**src/rtl/regincr_pkg.sv**
```systemverilog
// regincr_pkg
//   Shared helpers for the N-stage registered incrementer.
//   count_width(n) : bits needed to hold an occupancy value in 0..n,
//                    i.e. $clog2(n+1), never less than 1.
package regincr_pkg;

    function automatic int count_width(input int n);
        int w;
        w = $clog2(n + 1);
        return (w < 1) ? 1 : w;
    endfunction

endpackage

```
**src/rtl/regincr_stage_vr.sv**
```systemverilog
// regincr_stage_vr
//   One elastic pipeline stage: a valid bit, a message register and the
//   constant adder feeding it.  When rdy is high the stage loads the
//   upstream val/msg (msg plus the increment, modulo 2^p_nbits); when rdy
//   is low it holds.
//
// Ports
//   clk       rising-edge clock
//   reset     synchronous, active-high; clears val and msg
//   prev_val  valid from the upstream stage (or the block input)
//   prev_msg  message from the upstream stage (or the block input)
//   rdy       this stage may advance this cycle
//   val       registered valid of this stage
//   msg       registered message of this stage
module regincr_stage_vr #(
    parameter int p_nbits = 8,
    parameter int p_incr  = 1
) (
    input  logic               clk,
    input  logic               reset,
    input  logic               prev_val,
    input  logic [p_nbits-1:0] prev_msg,
    input  logic               rdy,
    output logic               val,
    output logic [p_nbits-1:0] msg
);

    // Increment truncated to the message width; the add below discards carry.
    localparam logic [p_nbits-1:0] incr = p_nbits'(p_incr);

    always_ff @(posedge clk) begin
        if (reset) begin
            val <= 1'b0;
            msg <= '0;
        end else if (rdy) begin
            val <= prev_val;
            msg <= prev_msg + incr;
        end
    end

endmodule

```
**src/rtl/regincr_nstage_vr.sv**
```systemverilog
// regincr_nstage_vr
//   Parametrised N-stage registered incrementer with val/rdy handshakes.
//   Every stage adds p_incr, so out_msg = in_msg + p_nstages*p_incr
//   (mod 2^p_nbits).  Latency is p_nstages with no backpressure and the
//   pipeline sustains one message per cycle; empty stages are always
//   ready so bubbles collapse under backpressure.
//
// Ports
//   clk      rising-edge clock
//   reset    synchronous, active-high; flushes every stage and count
//   in_val   upstream message valid
//   in_rdy   block can accept a message this cycle (combinational)
//   in_msg   upstream message
//   out_val  downstream message valid (registered, last stage)
//   out_rdy  downstream accepts a message this cycle
//   out_msg  incremented message (registered, last stage)
//   count    registered number of valid stages, 0..p_nstages
module regincr_nstage_vr
    import regincr_pkg::*;
#(
    parameter int p_nbits   = 8,
    parameter int p_nstages = 2,
    parameter int p_incr    = 1
) (
    input  logic                                 clk,
    input  logic                                 reset,
    input  logic                                 in_val,
    output logic                                 in_rdy,
    input  logic [p_nbits-1:0]                   in_msg,
    output logic                                 out_val,
    input  logic                                 out_rdy,
    output logic [p_nbits-1:0]                   out_msg,
    output logic [count_width(p_nstages)-1:0]    count
);

    localparam int cw = count_width(p_nstages);
    localparam logic [cw-1:0] one = cw'(1);

    logic [p_nstages-1:0] val;
    logic [p_nbits-1:0]   msg [p_nstages];
    logic [p_nstages-1:0] rdy;

    logic in_xfer;
    logic out_xfer;

    // rdy_i = !val_i || rdy_{i+1} unrolled to the tail: a stage can advance
    // unless it and every stage downstream of it are full and out_rdy is low.
    // The closed form keeps each rdy bit a function of flops and out_rdy only.
    for (genvar i = 0; i < p_nstages; i++) begin : g_stage
        logic               prev_val;
        logic [p_nbits-1:0] prev_msg;

        if (i == 0) begin : g_head
            assign prev_val = in_val;
            assign prev_msg = in_msg;
        end else begin : g_body
            assign prev_val = val[i-1];
            assign prev_msg = msg[i-1];
        end

        assign rdy[i] = out_rdy || !(&val[p_nstages-1:i]);

        regincr_stage_vr #(
            .p_nbits (p_nbits),
            .p_incr  (p_incr)
        ) u_stage (
            .clk      (clk),
            .reset    (reset),
            .prev_val (prev_val),
            .prev_msg (prev_msg),
            .rdy      (rdy[i]),
            .val      (val[i]),
            .msg      (msg[i])
        );
    end

    assign in_rdy  = rdy[0] && !reset;
    assign out_val = val[p_nstages-1];
    assign out_msg = msg[p_nstages-1];

    assign in_xfer  = in_val && in_rdy;
    assign out_xfer = out_val && out_rdy;

    always_ff @(posedge clk) begin
        if (reset) begin
            count <= '0;
        end else if (in_xfer && !out_xfer) begin
            count <= count + one;
        end else if (out_xfer && !in_xfer) begin
            count <= count - one;
        end
    end

endmodule

```
**config.mk**
```make
export PLATFORM = sky130hd
export DESIGN_NAME = regincr_nstage_vr
export DESIGN_NICKNAME = d
export VERILOG_FILES = /design/src/rtl/regincr_pkg.sv /design/src/rtl/regincr_stage_vr.sv /design/src/rtl/regincr_nstage_vr.sv
export SDC_FILE = /design/constraint.sdc
export NUM_CORES = 1
export LEC_CHECK = 0
export ABC_AREA = 1
export CELL_PAD_IN_SITES_DETAIL_PLACEMENT = 0
export CELL_PAD_IN_SITES_GLOBAL_PLACEMENT = 2
export CORE_MARGIN = 2
export CORE_UTILIZATION = 28
export CTS_CLUSTER_DIAMETER = 200
export DETAILED_ROUTE_END_ITERATION = 8
export PLACE_DENSITY_LB_ADDON = 0.1
export SETUP_SLACK_MARGIN = 0.02
export SYNTH_ARGS = -nofsm -noshare
export SYNTH_HDL_FRONTEND = slang
export SYNTH_SLANG_ARGS = --single-unit
```
**constraint.sdc**
```tcl
create_clock -name clk -period 2.4 [get_ports clk]
set_input_delay 0.48 -clock clk [delete_from_list [all_inputs] [get_ports clk]]
set_output_delay 0.48 -clock clk [all_outputs]
set_load 0.02 [all_outputs]
```
# Word level (Yosys, flattened, before mapping)
# Cells that the tools add are included.
# classes
n_div	0
multipliers	0
add_sub_neg	4
n_eq_ne	0
n_reduce_logical	14
n_bitwise	0
order_cmp	0
shifts	0
n_mux	2
# op_table
op	count
adder 8 x 1 -> 8 bit, second input constant	2
logical AND 1 bit	5
zero test 1 bit	5
two-way mux 2 bit	2
adder 2 x 1 -> 2 bit, second input constant	1
logical OR 1 bit	2
AND reduction 2 bit	1
nonzero test 2 bit	1
subtractor 2 x 1 -> 2 bit, second input constant	1
# totals
in_bits	12
mem_bits_ro	0
latchBits	0
elab_cells	25
ramBits	0
ff_bits	20
mem_count	0

# Logic depth before layout (Yosys ltp)
# Gate-level depths: netlist (run 1).
# depth
depth_word	9
ltp_mapped	12

# Cells and area by module
# Synthesis (run 1) repeated with hierarchy kept, for this count alone.
# hier_totals
hier_cells	172
hier_area_um2	1129.8
# by_module_without_submodules
module	area_per_inst_um2	seq_area_each_um2	n_inst	cells_each
regincr_stage_vr	489.2	180.2	2	73
regincr_nstage_vr	151.4	40.0	1	26

# Worst setup path after synthesis (run 1)
# No wires, ideal clock.
# synth_timing
path_type	in2reg
from	in out_rdy
to	reg count[1]
arrival_ns	1.597
slack_ns	0.690
stages	12
setup_time_ns	0.113
path_cell_list	inv_1 > nand2_4 > inv_2 > nand2_2 > nand2_1 > nor2_1 > ha_1 > or2_2 > nand2_1 > nand2_1 > nand2_1 > nor2_1
# synth_via
elab_chain_len	6
# synth_lines
item	line_no	text
from (decl)	regincr_nstage_vr.sv:31	input logic out_rdy,
logical OR 1 bit	regincr_nstage_vr.sv:61	assign rdy[i] = out_rdy || !(&val[p_nstages-1:i]);
logical AND 1 bit	regincr_nstage_vr.sv:77	assign in_rdy = rdy[0] && !reset;
logical AND 1 bit	regincr_nstage_vr.sv:81	assign in_xfer = in_val && in_rdy;
zero test 1 bit	regincr_nstage_vr.sv:89	end else if (out_xfer && !in_xfer) begin
logical AND 1 bit	regincr_nstage_vr.sv:89	
nonzero test 2 bit (no line)	--	
to (signal assigned)	regincr_nstage_vr.sv:88	count <= count + one;
to (signal assigned)	regincr_nstage_vr.sv:90	count <= count - one;
to (decl)	regincr_nstage_vr.sv:33	output logic [count_width(p_nstages)-1:0] count
# Several ways; a longest one is shown, not always the timed one.
# A chain may end at the register's enable or synchronous reset.

# Final worst setup path (run 1)
# layout_timing
from	in out_rdy
to	out in_rdy
# layout_via
elab_chain_len	2
# layout_lines
item	line_no	text
logical OR 1 bit	regincr_nstage_vr.sv:61	
logical AND 1 bit	regincr_nstage_vr.sv:77	
to (decl)	regincr_nstage_vr.sv:28	output logic in_rdy,
# No other way between the ends.

==> flow_metrics.py, run 1 <==
metrics = {
    "sta": {
        "worst_pin_slew_ps": 237,
        "skew_ps": 8.71,
        "setup_violations": 0,
        "min_period_ps": 1980,
        "fmax_mhz": 506,
        "relSlewSlack_pct": 84.2,
        "period_share_pct": 82.4,
        "final_max_slew_viol_count": 0,
        "rsz0062_at_grt": "false",
        "final_hold_viol_count": 0,
        "hold_slack_ps": 501,
        "tns_ps": 0,
    },
    "route": {
        "dr.pass1.iters": 4,
        "wl_per_cell_um": 10.0,
        "vias_per_cell": 4.38,
        "dr_total_vias": 1020,
        "drc_errors": 0,
        "ant_nets": 0,
        "wirelength_mm": 2.34,
        "drt_iter0_markers": 37,
    },
    "global_routing": {
        "grt_overflow": 0,
        "grt_max_degree": 17,
        "antenna_found_initial": 0,
        "track_usage_pct": 12.5,
        "grt_pass1_vias": 959,
        "grt_first_pass_wirelength_mm": 4.05,
    },
    "logic_synthesis": {
        "synth_cell_types": 18,
        "ys_ff_latch": 20,
        "avgSynthCellArea_um2": 6.67,
        "synth_fp_nets": 171,
        "yosysWarnings": 0,
        "netlist_instances": 156,
        "yosysSeqAreaShare_pct": 38.5,
        "synth_area_um2": 1040,
    },
    "die": {
        "std_cell_rows": 22,
        "die_w_um": 65.0,
        "die-area_um2": 4220,
        "dieHeight_um": 65.0,
        "io_pins": 24,
        "core_um2": 3610,
        "start_util_pct": 28.9,
    },
    "clocking": {
        "numCtsBuffers": 3,
        "clkTransAtPathRegs_ps": 80,
        "h-tree-depth": 1,
        "clockBufferDepth": 2,
        "cts_tree": "built",
        "clk_latency_ps": 260,
        "clock-root-buffer": "clkbuf_8",
        "clkSinkCount": 20,
    },
    "setup_path": {
        "startpoint_type": "input pin",
        "slowest_delay_ps": 480,
        "timing.rr.start": "g_stage[1].u_stage.val$_SDFFE_PP0P_",
        "crit_path_end_kind": "primary output",
        "path_buf_inv": 5,
        "r2r-end": "count[1]$_SDFFE_PP0P_",
        "cp.required_ps": 1920,
        "cp.arrival_ps": 1500,
        "crit_type": "in -> out",
        "slowest_stage": "clkdlybuf4s50_1",
        "crit_path_frequent_cell": "inv_1",
        "rrSetupSlack_ps": 910,
        "cp_max_fo": 3,
        "reg2regPathDepth": 11,
        "crit_family": "buffers and inverters",
        "worstPathCellList": "clkdlybuf4s50_1 -> inv_1 -> nand2_4 -> inv_2 -> nand2_2 -> nand2_1 -> inv_1 -> dlymetal6s2s_1",
    },
    "power_and_ir_drop": {
        "power.density_nw_per_um2": 613,
        "vdd_drop_max_mv": 0.299,
        "p_leak_nw": 0.670,
    },
    "final_layout": {
        "layout_commonest_cell": "nand2_1",
        "drive_above_1_share_pct": 8.65,
        "diodes": 0,
        "final_core_util_pct": 39.3,
        "stdcell_count": 233,
        "syn2layout_area_growth_pct": 36.1,
        "most-common-layout-cells": "31 x nand2_1, 26 x nor2_1, 23 x inv_1, 22 x clkdlybuf4s50_1, 20 x dfxtp_1",
        "final_net_count": 201,
    },
    "min_path": {
        "whs_path_depth": 1,
        "min_to": "g_stage[1].u_stage.msg[0]$_SDFFE_PP0P_",
        "worstHoldStart": "g_stage[0].u_stage.msg[0]$_SDFFE_PP0N_",
        "hold_class": "reg -> reg",
    },
    "placed_design": {
        "portBuffers": 23,
        "place_congestion": 0.739,
        "dp.cells": 229,
        "place_hpwl_mm": 1.82,
    },
    "run": {
        "drv_cap": 0,
    },
    "status": {
        "status": "complete, no violations",
    },
}
[synthesized netlist by cell type]
| master | count | area share, % |
|---|---|---|
| nand2_1 | 31 | 11 |
| nor2_1 | 26 | 9.4 |
| inv_1 | 23 | 8.3 |
| dfxtp_1 | 20 | 38 |
| a21oi_1 | 14 | 6.7 |
| nand3_1 | 13 | 6.2 |
| o21ai_0 | 13 | 6.2 |
| ha_1 | 3 | 3.6 |
| or2_2 | 3 | 1.8 |
| xnor2_1 | 2 | 1.7 |
| buf_4 | 1 | 0.72 |
| buf_6 | 1 | 1.1 |
| inv_2 | 1 | 0.36 |
| nand2_2 | 1 | 0.60 |
| nand2_4 | 1 | 1.1 |
| nor2_2 | 1 | 0.60 |
| nor2_4 | 1 | 1.1 |
| xor2_1 | 1 | 0.84 |
[final cells by class]
class / instances / area (um2)
flip-flops and latches: 20 / 400
fillers: 400 / 2190
clock buffers: 3 / 41.3
repair buffers: 27 / 263
well taps: 48 / 60.1
inverters: 24 / 90.1
clock inverters: 1 / 30.0
multi-input cells: 110 / 532
[where the power goes]
group	total (W)	internal, W	leakage (nW)	switching [W]
Combinational	0.000156	0.0000751	0.469	0.0000814
Sequential	0.000374	0.000357	0.166	0.0000174
Clock	0.000337	0.000223	0.0357	0.000114
[flip-flops by register name, indices dropped and copies added (netlist names)]
signal / count
count: 2
g_stage.u_stage.msg: 16
g_stage.u_stage.val: 2
[how the worst max path moves through the flow]
stage                        from                     to  slack [ps]  cells after the start
after global placement    out_rdy                 in_rdy          50                      8
after CTS                 out_rdy                 in_rdy          20                      8
after global routing      out_rdy                 in_rdy         330                      8
after floorplan           out_rdy  count[1]$_SDFFE_PP0P_         690                     12
after detailed placement  out_rdy                 in_rdy          30                      8
final                     out_rdy                 in_rdy         420                      8
[worst reg2reg max path, delay by kind of cell, from the launching register on]
family                     cells  cell delay, ps
and+or+nand+nor                9             740
DFF                            1             400
adders and majority gates      1             200
buffers and inverters          1              60
[cell families after synthesis]
family | count (synthesis) | synth area share [%]
xor+xnor | 3 | 2.52
simple gates | 77 | 32.0
compound gates | 27 | 13.0
flops | 20 | 38.5
fa+ha+maj | 3 | 3.61
buf+inv | 26 | 10.5
[repair_timing]
action                                 CTS  global route
setup endpoints to repair                0             1
hold buffers                             0             0
resized for setup                        0             1
setup buffers                            0             0
endpoints found under the hold margin    0             0
[per-stage QoR]
stage / power [W] / setup slack (ps) / area, um2
finish: 0.000868 / 422 / 1420
global route: 0.000918 / 334 / 1420
CTS: 0.000882 / 24.3 / 1410
detailed placement: 0.000541 / 34.0 / 1340
global placement: 0.000539 / 47.6 / 1340
floorplan: 0.000467 / 690 / 1040
[layer usage]
layer,vias up,track usage (%),part of all wire (%)
li1,546,-,-
met1,451,15.0,50
met2,19,21.8,45
met3,4,2.08,3.5
met4,0,5.59,1.5
met5,-,0,0
Power figures use the tool's default switching activity.
==> run 2, diff against run 1 <==
- CORE_UTILIZATION: 28 -> 23
- clock period: 2.4 -> 1.6 ns (I/O delays scaled with it)
==> run 2 against run 1 <==
Against the previous run:
- non-clock buffer count increased by 5
- register-to-register slack got worse by 750 ps
- wire length increased by 3.0%
- cell count increased by 3.9%
- design area increased by 1.6%
- clock-buffer cell count increased by 1
- clock power increased by 16%
- combinational power increased by 54%
- total power increased by 38%
- critical path type is now reg -> out
- global-route usage decreased by 1.8 points
==> flow_metrics.py, run 2 (synthesized netlist as in run 1, its figures left out) <==
metrics = {
    "die": {
        "start_util_pct": 23.9,
        "io_pins": 24,
        "core_um2": 4350,
        "die-area_um2": 5080,
        "std_cell_rows": 24,
        "dieHeight_um": 71.3,
        "die_w_um": 71.3,
    },
    "clocking": {
        "numCtsBuffers": 3,
        "clock-root-buffer": "clkbuf_8",
        "clkTransAtPathRegs_ps": 80,
        "ctsHoldBuffers": 0,
        "clkSinkCount": 20,
        "h-tree-depth": 1,
        "cts_tree": "built",
        "clk_latency_ps": 260,
        "clockBufferDepth": 2,
    },
    "route": {
        "wirelength_mm": 2.41,
        "wl_per_cell_um": 9.97,
        "drc_errors": 0,
        "drt_iter0_markers": 26,
        "ant_nets": 0,
        "vias_per_cell": 4.19,
        "dr_total_vias": 1013,
        "dr.pass1.iters": 4,
    },
    "final_layout": {
        "drive_above_1_share_pct": 13.2,
        "final_core_util_pct": 33.0,
        "layout_commonest_cell": "nand2_1",
        "stdcell_count": 242,
        "largestRegisters": "g_stage.u_stage.msg x16, count x2, g_stage.u_stage.val x2",
        "syn2layout_area_growth_pct": 38.2,
        "largest_reg_flops": 16,
        "max_flop_register": "g_stage.u_stage.msg",
        "most-common-layout-cells": "30 x nand2_1, 26 x nor2_1, 22 x inv_1, 19 x dfxtp_1, 19 x clkdlybuf4s50_1",
        "n_fill_cell": 483,
        "final_net_count": 206,
        "diodes": 0,
    },
    "power_and_ir_drop": {
        "power.density_nw_per_um2": 830,
        "p_total_w": 0.00119,
        "vdd_drop_max_mv": 0.253,
        "p_leak_nw": 0.697,
    },
    "global_routing": {
        "grt_pass1_vias": 1002,
        "antenna_found_initial": 0,
        "grt_overflow": 0,
        "track_usage_pct": 10.7,
        "grt_max_degree": 17,
        "grt_first_pass_wirelength_mm": 4.37,
    },
    "setup_path": {
        "slowest_stage": "clkdlybuf4s50_1",
        "crit_family": "buffers and inverters",
        "path_buf_inv": 1,
        "worstPathCellList": "clkdlybuf4s50_1",
        "cp_max_fo": 2,
        "startpoint_type": "flop",
        "crit_type": "reg -> out",
        "reg2regPathDepth": 11,
        "critical_path_depth": 1,
        "rrSetupSlack_ps": 160,
        "cp.arrival_ps": 1200,
        "slowest_delay_ps": 610,
        "crit_path_end_kind": "primary output",
        "cp.required_ps": 1280,
    },
    "placed_design": {
        "dp.cells": 238,
        "place_hpwl_mm": 1.91,
        "portBuffers": 23,
        "place_congestion": 0.752,
    },
    "sta": {
        "final_max_slew_viol_count": 0,
        "final_hold_viol_count": 0,
        "rsz0062_at_grt": "false",
        "skew_ps": 4.38,
        "fmax_mhz": 656,
        "period_share_pct": 95.3,
        "worst_pin_slew_ps": 232,
        "min_period_ps": 1520,
        "setup_violations": 0,
        "relSlewSlack_pct": 84.5,
    },
    "run": {
        "drv_cap": 0,
    },
    "status": {
        "status": "complete, no violations",
    },
    "min_path": {
        "hold_class": "reg -> reg",
        "whs_path_depth": 1,
    },
}
run 2: cell types whose count changed in the layout (fill, tap and decap cells not counted), sizes merged:
cell	previous run	this run
dlygate4sd2	0	2
bufinv	1	0
clkbuf	3	4
clkdlybuf4s50	22	19
buf	4	10
run 2: path summary, 6_finish.rpt:
| path | start | end |
|---|---|---|
| worst max-delay path | g_stage[1].u_stage.msg[2]$_SDFFE_PP0P_ | out_msg[2] |
| worst min-delay path | g_stage[0].u_stage.msg[0]$_SDFFE_PP0N_ | g_stage[1].u_stage.msg[0]$_SDFFE_PP0P_ |
| worst max register to register | g_stage[1].u_stage.val$_SDFFE_PP0P_ | count[1]$_SDFFE_PP0P_ |
| worst min register to register | g_stage[0].u_stage.msg[0]$_SDFFE_PP0N_ | g_stage[1].u_stage.msg[0]$_SDFFE_PP0P_ |
run 2: power by group:
group          switching [W]  internal, W
clock               0.000173     0.000219
sequential         0.0000250     0.000536
combinational       0.000125     0.000117
run 2: cell type report:
| type | count | area, um2 | share of cell area [%] |
|---|---|---|---|
| well taps | 52 | 65.1 | 4.52 |
| repair buffers | 32 | 293 | 20.3 |
| inverters | 24 | 90.1 | 6.26 |
| multi-input cells | 110 | 534 | 37.1 |
| clock buffers | 4 | 55.1 | 3.83 |
| flip-flops and latches | 20 | 402 | 27.9 |
run 2: per-stage QoR:
| step | setup WS (ps) | setup TNS, ps | hold WS [ps] | area [um2] |
|---|---|---|---|---|
| 2_1_floorplan | 30.9 | 0 | 382 | 1040 |
| 3_3_place_gp | -422 | -877 | 469 | 1390 |
| 3_5_place_dp | -446 | -1070 | 478 | 1390 |
| 4_1_cts | 33.2 | 0 | 501 | 1440 |
| 5_1_grt | 21.1 | 0 | 510 | 1440 |
| 6_report | 75.4 | 0 | 493 | 1440 |
run 2: what timing repair did:
action	4_1_cts	5_1_grt
gates resized for setup	8	1
buffers inserted	0	0
endpoints found under the setup margin	2	1
run 2: routing by layer:
| metal | routed length, um | vias to the layer above | track usage, % | share of wire, % |
|---|---|---|---|---|
| met3 | 70 | 4 | 1.27 | 2.9 |
| met5 | 0 | - | 0 | 0 |
| met2 | 1110 | 21 | 17.7 | 46 |
| met4 | 36 | 0 | 5.03 | 1.5 |
| li1 | - | 559 | - | - |
| met1 | 1190 | 429 | 14.0 | 49 |
run 2: worst reg2reg max path, delay by kind of cell, from the launching register on:
family	cells	cell delay, ps
AND/OR/NAND/NOR	9	730
adder cells (fa/ha/maj)	1	200
flip-flops	1	360
buffers and inverters	1	50
